## config.mk

```make
export PLATFORM = sky130hd
export DESIGN_NAME = dot_frame_buffer
export DESIGN_NICKNAME = d
export VERILOG_FILES = /design/src/rtl/dot_frame_buffer.sv
export SDC_FILE = /design/constraint.sdc
export NUM_CORES = 1
export LEC_CHECK = 0
export BUFFER_PORTS_ARGS = -buffer_cell sky130_fd_sc_hd__buf_2
export CORE_ASPECT_RATIO = 1.4
export CORE_MARGIN = 2
export CORE_UTILIZATION = 57
export DETAILED_ROUTE_END_ITERATION = 10
export GPL_ROUTABILITY_DRIVEN = 0
export PLACE_DENSITY = 0.76
export SETUP_SLACK_MARGIN = 0.5
export SYNTH_ARGS = -nofsm -noshare
export SYNTH_HDL_FRONTEND = slang
export SYNTH_SLANG_ARGS = --single-unit
```

## constraint.sdc

```tcl
create_clock -name clk -period 2.93 [get_ports clk]
set_input_delay 0.4395 -clock clk [delete_from_list [all_inputs] [get_ports clk]]
set_output_delay 0.4395 -clock clk [all_outputs]
set_load 0.1 [all_outputs]
```

## src/rtl/dot_frame_buffer.sv

```systemverilog
`default_nettype none
// ============================================================================
// Module   : dot_frame_buffer
// Purpose  : Double-buffered dot coordinate store with frame-synchronous swap
//            and a registered per-pixel hit lookup for the VGA controller.
// Revision : 1.0 - initial release
// ============================================================================
module dot_frame_buffer #(
    parameter int DOT_COUNT = 16,
    parameter int IDX_WIDTH = 4,
    parameter int X_WIDTH   = 10,
    parameter int Y_WIDTH   = 9
) (
    input  logic                 clk,
    input  logic                 reset,
    input  logic                 wr_en,
    input  logic [IDX_WIDTH-1:0] wr_idx,
    input  logic [X_WIDTH-1:0]   wr_x,
    input  logic [Y_WIDTH-1:0]   wr_y,
    input  logic                 wr_commit,
    output logic                 wr_ready,
    input  logic                 screenEnd,
    input  logic [X_WIDTH-1:0]   query_x,
    input  logic [Y_WIDTH-1:0]   query_y,
    output logic                 is_dot,
    output logic                 frame_tick,
    output logic                 swap_done
);

    // Storage spans the full index range; slots at or above DOT_COUNT are never written.
    localparam int SLOTS = 1 << IDX_WIDTH;

    localparam logic [0:0] ST_FILL    = 1'b0;
    localparam logic [0:0] ST_PENDING = 1'b1;

    logic [0:0]         r_state;
    logic               r_bank_sel;
    logic               r_screen_end_d;
    logic               r_is_dot;
    logic               r_frame_tick;
    logic               r_swap_done;
    logic [X_WIDTH-1:0] r_x     [2][SLOTS];
    logic [Y_WIDTH-1:0] r_y     [2][SLOTS];
    logic [SLOTS-1:0]   r_valid [2];

    logic                 w_rise;
    logic                 w_back;
    logic                 w_wr_ok;
    logic                 w_swap;
    logic [DOT_COUNT-1:0] w_match;

    assign w_rise  = screenEnd && !r_screen_end_d;
    assign w_back  = ~r_bank_sel;
    assign w_wr_ok = (r_state == ST_FILL) && wr_en && (int'(wr_idx) < DOT_COUNT);
    assign w_swap  = (r_state == ST_PENDING) && w_rise;

    generate
        for (genvar i = 0; i < DOT_COUNT; i++) begin : g_match
            assign w_match[i] = r_valid[r_bank_sel][i]
                             && (r_x[r_bank_sel][i] == query_x)
                             && (r_y[r_bank_sel][i] == query_y);
        end
    endgenerate

    always_ff @(posedge clk) begin
        if (reset) begin
            r_state        <= ST_FILL;
            r_bank_sel     <= 1'b0;
            r_screen_end_d <= 1'b0;
            r_is_dot       <= 1'b0;
            r_frame_tick   <= 1'b0;
            r_swap_done    <= 1'b0;
            r_valid[0]     <= '0;
            r_valid[1]     <= '0;
        end else begin
            r_screen_end_d <= screenEnd;
            r_frame_tick   <= w_rise;
            r_swap_done    <= w_swap;
            r_is_dot       <= |w_match;

            case (r_state)
                ST_FILL: begin
                    // A commit never swaps in its own cycle, even alongside a rise.
                    if (wr_commit) begin
                        r_state <= ST_PENDING;
                    end
                end
                ST_PENDING: begin
                    if (w_rise) begin
                        r_state             <= ST_FILL;
                        r_bank_sel          <= ~r_bank_sel;
                        r_valid[r_bank_sel] <= '0;
                    end
                end
                default: r_state <= ST_FILL;
            endcase

            if (w_wr_ok) begin
                r_valid[w_back][wr_idx] <= 1'b1;
            end
        end
    end

    always_ff @(posedge clk) begin
        if (w_wr_ok) begin
            r_x[w_back][wr_idx] <= wr_x;
            r_y[w_back][wr_idx] <= wr_y;
        end
    end

    assign wr_ready   = (r_state == ST_FILL);
    assign is_dot     = r_is_dot;
    assign frame_tick = r_frame_tick;
    assign swap_done  = r_swap_done;

endmodule
`default_nettype wire

```

==> results of run 1 <==
-- final timing paths --
path	startpoint	end	slack [ns]	cells past startpoint
worst max-delay path	flip-flop	is_dot	0.49	10
worst min-delay path	wr_commit	r_state	0.08	3
worst max register to register	flip-flop	is_dot	0.49	10
worst min register to register	r_screen_end_d	frame_tick	0.56	1
-- metrics by stage --
step / utilization (%) / power [mW] / hold slack (ns) / setup slack (ns) / instance area (um^2)
final: 67.2 / 19.6 / 0.0792 / 0.489 / 32000
after global routing: 67.2 / 20.0 / 0.107 / 0.416 / 32000
after CTS: 65.8 / 19.5 / 0.0657 / 0.508 / 31400
after detailed placement: 60.8 / 11.9 / 0.535 / 0.231 / 29000
after global placement: 60.8 / 11.9 / 0.532 / 0.283 / 29000
after floorplan: - / 11.3 / 0.387 / 0.506 / 27500
-- Yosys cell counts, types with 3 or more instances --
cell | instances | area (um^2)
nand2_1 | 14 | 52.6
nor2b_1 | 6 | 37.5
o21ai_0 | 25 | 125
a21oi_1 | 16 | 80.1
buf_6 | 7 | 78.8
dfxtp_1 | 7 | 140
o21bai_1 | 30 | 225
nand4_1 | 44 | 275
nand3_1 | 9 | 45.0
nor4_1 | 42 | 263
a2111oi_0 | 4 | 35.0
nor3_1 | 15 | 75.1
and3_1 | 13 | 81.3
o211ai_1 | 16 | 120
xor2_1 | 119 | 1040
buf_2 | 35 | 175
buf_4 | 14 | 105
nor2_1 | 47 | 176
edfxtp_1 | 640 | 19200
buf_1 | 3 | 11.3
o2111ai_1 | 7 | 61.3
a31oi_1 | 11 | 68.8
clkbuf_1 | 34 | 128
xnor2_1 | 172 | 1510
and2_1 | 6 | 37.5
nand2b_1 | 4 | 25.0
mux2i_1 | 303 | 3030
inv_1 | 20 | 75.1
-- layout by cell type (no fill, tap or decap), types with 4 or more instances in the layout --
master / instances
a21oi_1: 16
a31oi_1: 11
and2_1: 6
and3_1: 13
buf_12: 23
buf_16: 11
buf_2: 50
buf_4: 94
bufinv_16: 7
clkbuf_1: 11
clkbuf_16: 64
clkinv_1: 8
clkinv_2: 14
clkinvlp_4: 4
dfxtp_1: 5
edfxtp_1: 640
inv_1: 19
mux2i_1: 283
mux2i_2: 15
mux2i_4: 5
nand2_1: 12
nand2b_1: 4
nand3_1: 8
nand4_1: 44
nor2_1: 44
nor2b_1: 6
nor3_1: 5
nor3_2: 5
nor3_4: 5
nor4_1: 17
nor4_2: 19
nor4_4: 6
o2111ai_1: 6
o211ai_1: 16
o21ai_0: 25
o21bai_1: 30
xnor2_1: 171
xor2_1: 118
-- metal layers --
| metal | vias to the layer above | routed length [um] |
|---|---|---|
| met5 | - | 51 |
| met4 | 8 | 3680 |
| met3 | 182 | 5550 |
| met2 | 783 | 36900 |
| met1 | 7958 | 26600 |
| li1 | 6632 | - |
-- worst register-to-register path, delay by kind of cell, from the launching register on --
kind | cells | cell delay (ns)
AND/OR/NAND/NOR | 3 | 0.62
buffers and inverters | 3 | 0.55
flip-flops | 1 | 0.40
AO/OA/AOI/OAI | 2 | 0.38
XOR/XNOR | 1 | 0.12
multiplexers | 1 | 0.28
-- cells by family (layout without fill, tap and decap cells) --
logic type	Yosys count	count (layout)	synth area share [%]
flip-flops	647	647	70.8
AO/OA/AOI/OAI	112	112	2.70
buffers and inverters	116	317	2.14
multiplexers	303	303	11.1
XOR/XNOR	291	291	9.31
AND/OR/NAND/NOR	204	204	4.01
-- timing repair --
| item | CTS | global route |
|---|---|---|
| endpoints found under the setup margin | 1 | 1 |
| cloned | 7 | 5 |
| hold buffers | 0 | 0 |
| pin swaps | 4 | 29 |
| resized for setup | 35 | 59 |
| buffers inserted | 6 | 25 |
-- final cells by class --
cell class                 count  area, um^2
fill                        3021       15700
inverter                      22        86.3
clock inverter                34         350
sequential                   647       19400
multi-input combinational    910        7900
timing repair buffer         190        1990
tap                          630         788
clock buffer                  71        1530
-- power groups by stage --
| stage | logic [mW] | clock network, mW | registers [mW] |
|---|---|---|---|
| 2_1_floorplan | 0.853 | 0 | 10.5 |
| 3_3_place_gp | 1.41 | 0 | 10.5 |
| 3_5_place_dp | 1.44 | 0 | 10.5 |
| 4_1_cts | 1.55 | 7.65 | 10.3 |
| 5_1_grt | 1.74 | 8.01 | 10.3 |
| 6_report | 1.68 | 7.61 | 10.3 |
==> flow_summary.ini, run 1 <==
[final_layout]
regMostFlops = r_x
drive_above_1_share_pct = 18.5
largest_register_ffs = 320
area_delta_synth_final_pct = 17.0
reg_top3 = r_x x320, r_y x288, r_valid x32
final_cells = 2504
nets = 1875
antenna_cells = 0

[worst_setup_path]
endpoint_kind = flip-flop
worstSetupPathType = flip-flop to flip-flop
path_cells = buf_12, buf_16, mux2i_1, xnor2_1, nor4_2, o2111ai_1, nor4_1, buf_4, nor4_2, a41oi_2
path_max_fanout = 10
worst-path-buf-inv = 3
worst_setup_path_start_kind = flip-flop
cp.required_ns = 3.46
crit_family = simple AND/OR/NAND/NOR gates
cp_slowest_cell = dfxtp_4
path_common_cell = nor4_2
worstPathArrival_ns = 2.97
crit_path_max_incr_delay_ns = 0.40

[detailed_routing]
vias_per_cell = 6.22
drt_iter0_markers = 1635
drc = 0
dr.pass1.iters = 5
wirelength_mm = 72.8
drtAntennaViolNets = 0
wl_per_cell_um = 29.1
routed-via-count = 15563

[clock_tree]
cts_tree = done
cts_sinks = 647
cts_max_level = 2
path_clk_slew_ns = 0.07
clock_latency_ns = 0.60
clockBufferDepth = 3
cts_root_buf = clkbuf_16
cts-buffers-inserted = 57

[timing]
maxSlewHeadroom_pct = 27.7
clock_skew_ns = 0.0164
fin_setup_tns_ns = 0
maxSlewViolCount = 0
timing_hold_violations_final = 0
worstMarginPinSlew_ns = 1.09
max_freq_mhz = 410
period_share_pct = 83.3
fin_crit_ns = 2.44
rsz0062_at_grt = true
report.final.setup_viol = 0

[global_routing]
busiest_layer = met2
antenna_found_initial = 5
gr-usage-met3_pct = 5.04
overflow = 0
first_global_vias = 15722
use_met1_pct = 35.5
grt_usage_pct = 28.8
grt_pass1_wl_mm = 103
grt_max_degree = 38
met2_usage_pct = 49.1

[logic_synthesis]
syn_area_um2 = 27400
synth_flop_cell = edfxtp_1
yosysSeqAreaShare_pct = 70.8
yosysWarnings = 0
syn-instance-count = 1673
synth_seq_cells = 647
syn_nets = 1720
syn_avg_cell_area_um2 = 16.4
synth-async-reset-ratio_pct = 0
synth_enable_flop_cells = 640
synth.distinct_cells = 35

[floorplan]
fp.coreArea_um2 = 47700
start_util_pct = 57.4
die_x_um = 189
fp.dieArea_um2 = 49800
std_cell_rows = 95
io_pins = 51
die_h_um = 263

[run]
drv_cap = 0

[power_and_ir_drop]
power.internal_mw = 15.2
powerDensity_nw_per_um2 = 611
ir_drop_mv = 0.512
p_leak_nw = 10.1
p_switching_mw = 4.36
p_clk_share_pct = 38.9
swShare_pct = 22.3
seqPwrFrac_pct = 52.5
combPwrFrac_pct = 8.6

[place]
place_inst = 2356
portBuffers = 50
dp_hpwl_mm = 39.6

[worst_hold_path]
hp-class = input pin to flip-flop

[run_status]
run_status = finished clean
No activity file was read; power rests on OpenSTA's default activity.
==> inputs of run 2 (changes only) <==
==> constraint.sdc (replaced) <==
create_clock -name clk -period 2.05 [get_ports clk]
set_input_delay 0.3075 -clock clk [delete_from_list [all_inputs] [get_ports clk]]
set_output_delay 0.3075 -clock clk [all_outputs]
set_load 0.1 [all_outputs]
==> flow_summary.ini, run 2 (same netlist as run 1, synthesis figures left out) <==
[final_layout]
antenna_cells = 0
layout_commonest_cell = edfxtp_1
nets = 2118
multi_input_area_um2 = 8600
drive_above_1_share_pct = 31.2
fillers = 2267
reg_top3 = r_x x320, r_y x288, r_valid x32
final_cell_mix = edfxtp_1 (640), mux2i_1 (284), xnor2_1 (171), buf_4 (141), xor2_1 (119)
seq_area_um2 = 19400
regMostFlops = r_x
largest_register_ffs = 320
area_delta_synth_final_pct = 32.2

[clock_tree]
cts-buffers-inserted = 54
cts_max_level = 2
clockBufferDepth = 3
cts_sinks = 647
path_clk_slew_ns = 0.08
clock_latency_ns = 0.62
cts_tree = done
cts_root_buf = clkbuf_16

[detailed_routing]
wl_met3_mm = 10.7
wl_met1_mm = 29.4
routed-via-count = 18305
dr.pass1.iters = 6
wirelength_mm = 92.8
drtAntennaViolNets = 0
dr.max_layer_used = met4
drt_iter0_markers = 2544
vias_per_cell = 6.67
dr_wl_met2_mm = 44.0
drc = 0
wl_per_cell_um = 33.8

[timing]
maxSlewViolCount = 0
fin_setup_tns_ns = -0.666
report.final.setup_viol = 1
period_share_pct = 133
maxSlewHeadroom_pct = 44.4
max_freq_mhz = 368
worstMarginPinSlew_ns = 0.834
rsz0062_at_grt = true
timing_hold_violations_final = 0
clock_skew_ns = 0.0225
final.setup.worst_slack_ns = -0.666
hold-worst-slack_ns = 0.0615
fin_crit_ns = 2.72

[global_routing]
grt_pass1_wl_mm = 115
overflow = 0
grt_usage_pct = 32.1
grt_max_degree = 40
first_global_vias = 17167
antenna_found_initial = 0

[floorplan]
fp.dieArea_um2 = 49800
std_cell_rows = 95
start_util_pct = 57.4
die_h_um = 263
die_x_um = 189
fp.coreArea_um2 = 47700
io_pins = 51

[power_and_ir_drop]
ir_drop_mv = 0.937
p_leak_nw = 12.0
powerDensity_nw_per_um2 = 791

[worst_setup_path]
cp.required_ns = 2.51
endpoint_kind = flip-flop
worstSetupPathType = flip-flop to flip-flop
worst_setup_path_start_kind = flip-flop
worstPathArrival_ns = 3.18
path_max_fanout = 13

[worst_hold_path]
hp-class = input pin to flip-flop

[run_status]
run_status = finished, violations left
failed_checks = setup timing

[place]
dp_hpwl_mm = 45.5
portBuffers = 50

[run]
drv_cap = 0
[run 2: cell types whose count changed in the layout (fill, tap and decap cells not counted), sizes merged, moves of 2 or more]
cell         previous run  this run
clkbuf                 76        93
dlygate4sd3             0         2
and2                    6        10
and3                   13        22
bufbuf                  3         0
buf                   182       401
clkinv                 23        18
[run 2: worst paths after layout]
| path | end | start | slack, ns | cells after the start |
|---|---|---|---|---|
| max reg2reg | is_dot | flip-flop | -0.67 | 12 |
| min reg2reg | frame_tick | r_screen_end_d | 0.46 | 1 |
| max | is_dot | flip-flop | -0.67 | 12 |
| min | r_x[1][28] | wr_x[8] | 0.06 | 1 |
[run 2: report_power, final]
| group | switching, mW | internal [mW] | total (mW) |
|---|---|---|---|
| logic | 1.83 | 1.26 | 3.10 |
| clock network | 4.83 | 5.99 | 10.8 |
| registers | 0.0521 | 14.6 | 14.7 |
| total | 6.71 | 21.9 | 28.6 |
[run 2: what timing repair did]
item | CTS | global route
hold buffers | 2 | 0
cloned | 25 | 38
setup buffers | 64 | 61
setup endpoints to repair | 611 | 677
gates resized for setup | 152 | 159
pin swaps | 29 | 65
endpoints found under the hold margin | 3 | 0
[run 2: metal layers]
layer | up-vias | GRT usage [%]
met1 | 9013 | 38.8
met5 | - | 0
li1 | 7170 | -
met4 | 0 | 19.6
met2 | 1652 | 53.7
met3 | 470 | 5.85
[run 2: area by class of cell]
type | count | share of cell area, %
Inverter | 22 | 0.239
Timing Repair Buffer | 422 | 15.2
Clock inverter | 27 | 0.803
Clock buffer | 74 | 4.23
Tap cell | 630 | 2.18
Multi-Input combinational cell | 924 | 23.8
Sequential cell | 647 | 53.5
[run 2: worst max-delay path, cell delays in order (launching register included)]
cell and delay (ns):
dfxtp_4 0.41, buf_4 0.14, buf_12 0.14, buf_4 0.13
mux2i_1 0.26, xnor2_1 0.20, nor4_2 0.10, nand4_1 0.15
nor4_2 0.06, buf_4 0.15, nor4_1 0.45, buf_4 0.24
a41oi_2 0.14
[run 2: metrics by stage]
stage	setup WS (ns)	instance area (um^2)	utilization, %	total power [mW]	cells
4_1_cts	-0.403	34200	71.7	27.9	2647
3_3_place_gp	-0.436	30500	63.9	17.3	2455
3_5_place_dp	-0.547	30500	63.9	17.3	2455
2_1_floorplan	-0.103	27600	-	16.2	1673
6_report	-0.666	36200	75.9	28.6	2746
5_1_grt	-0.738	36200	75.9	29.0	2746
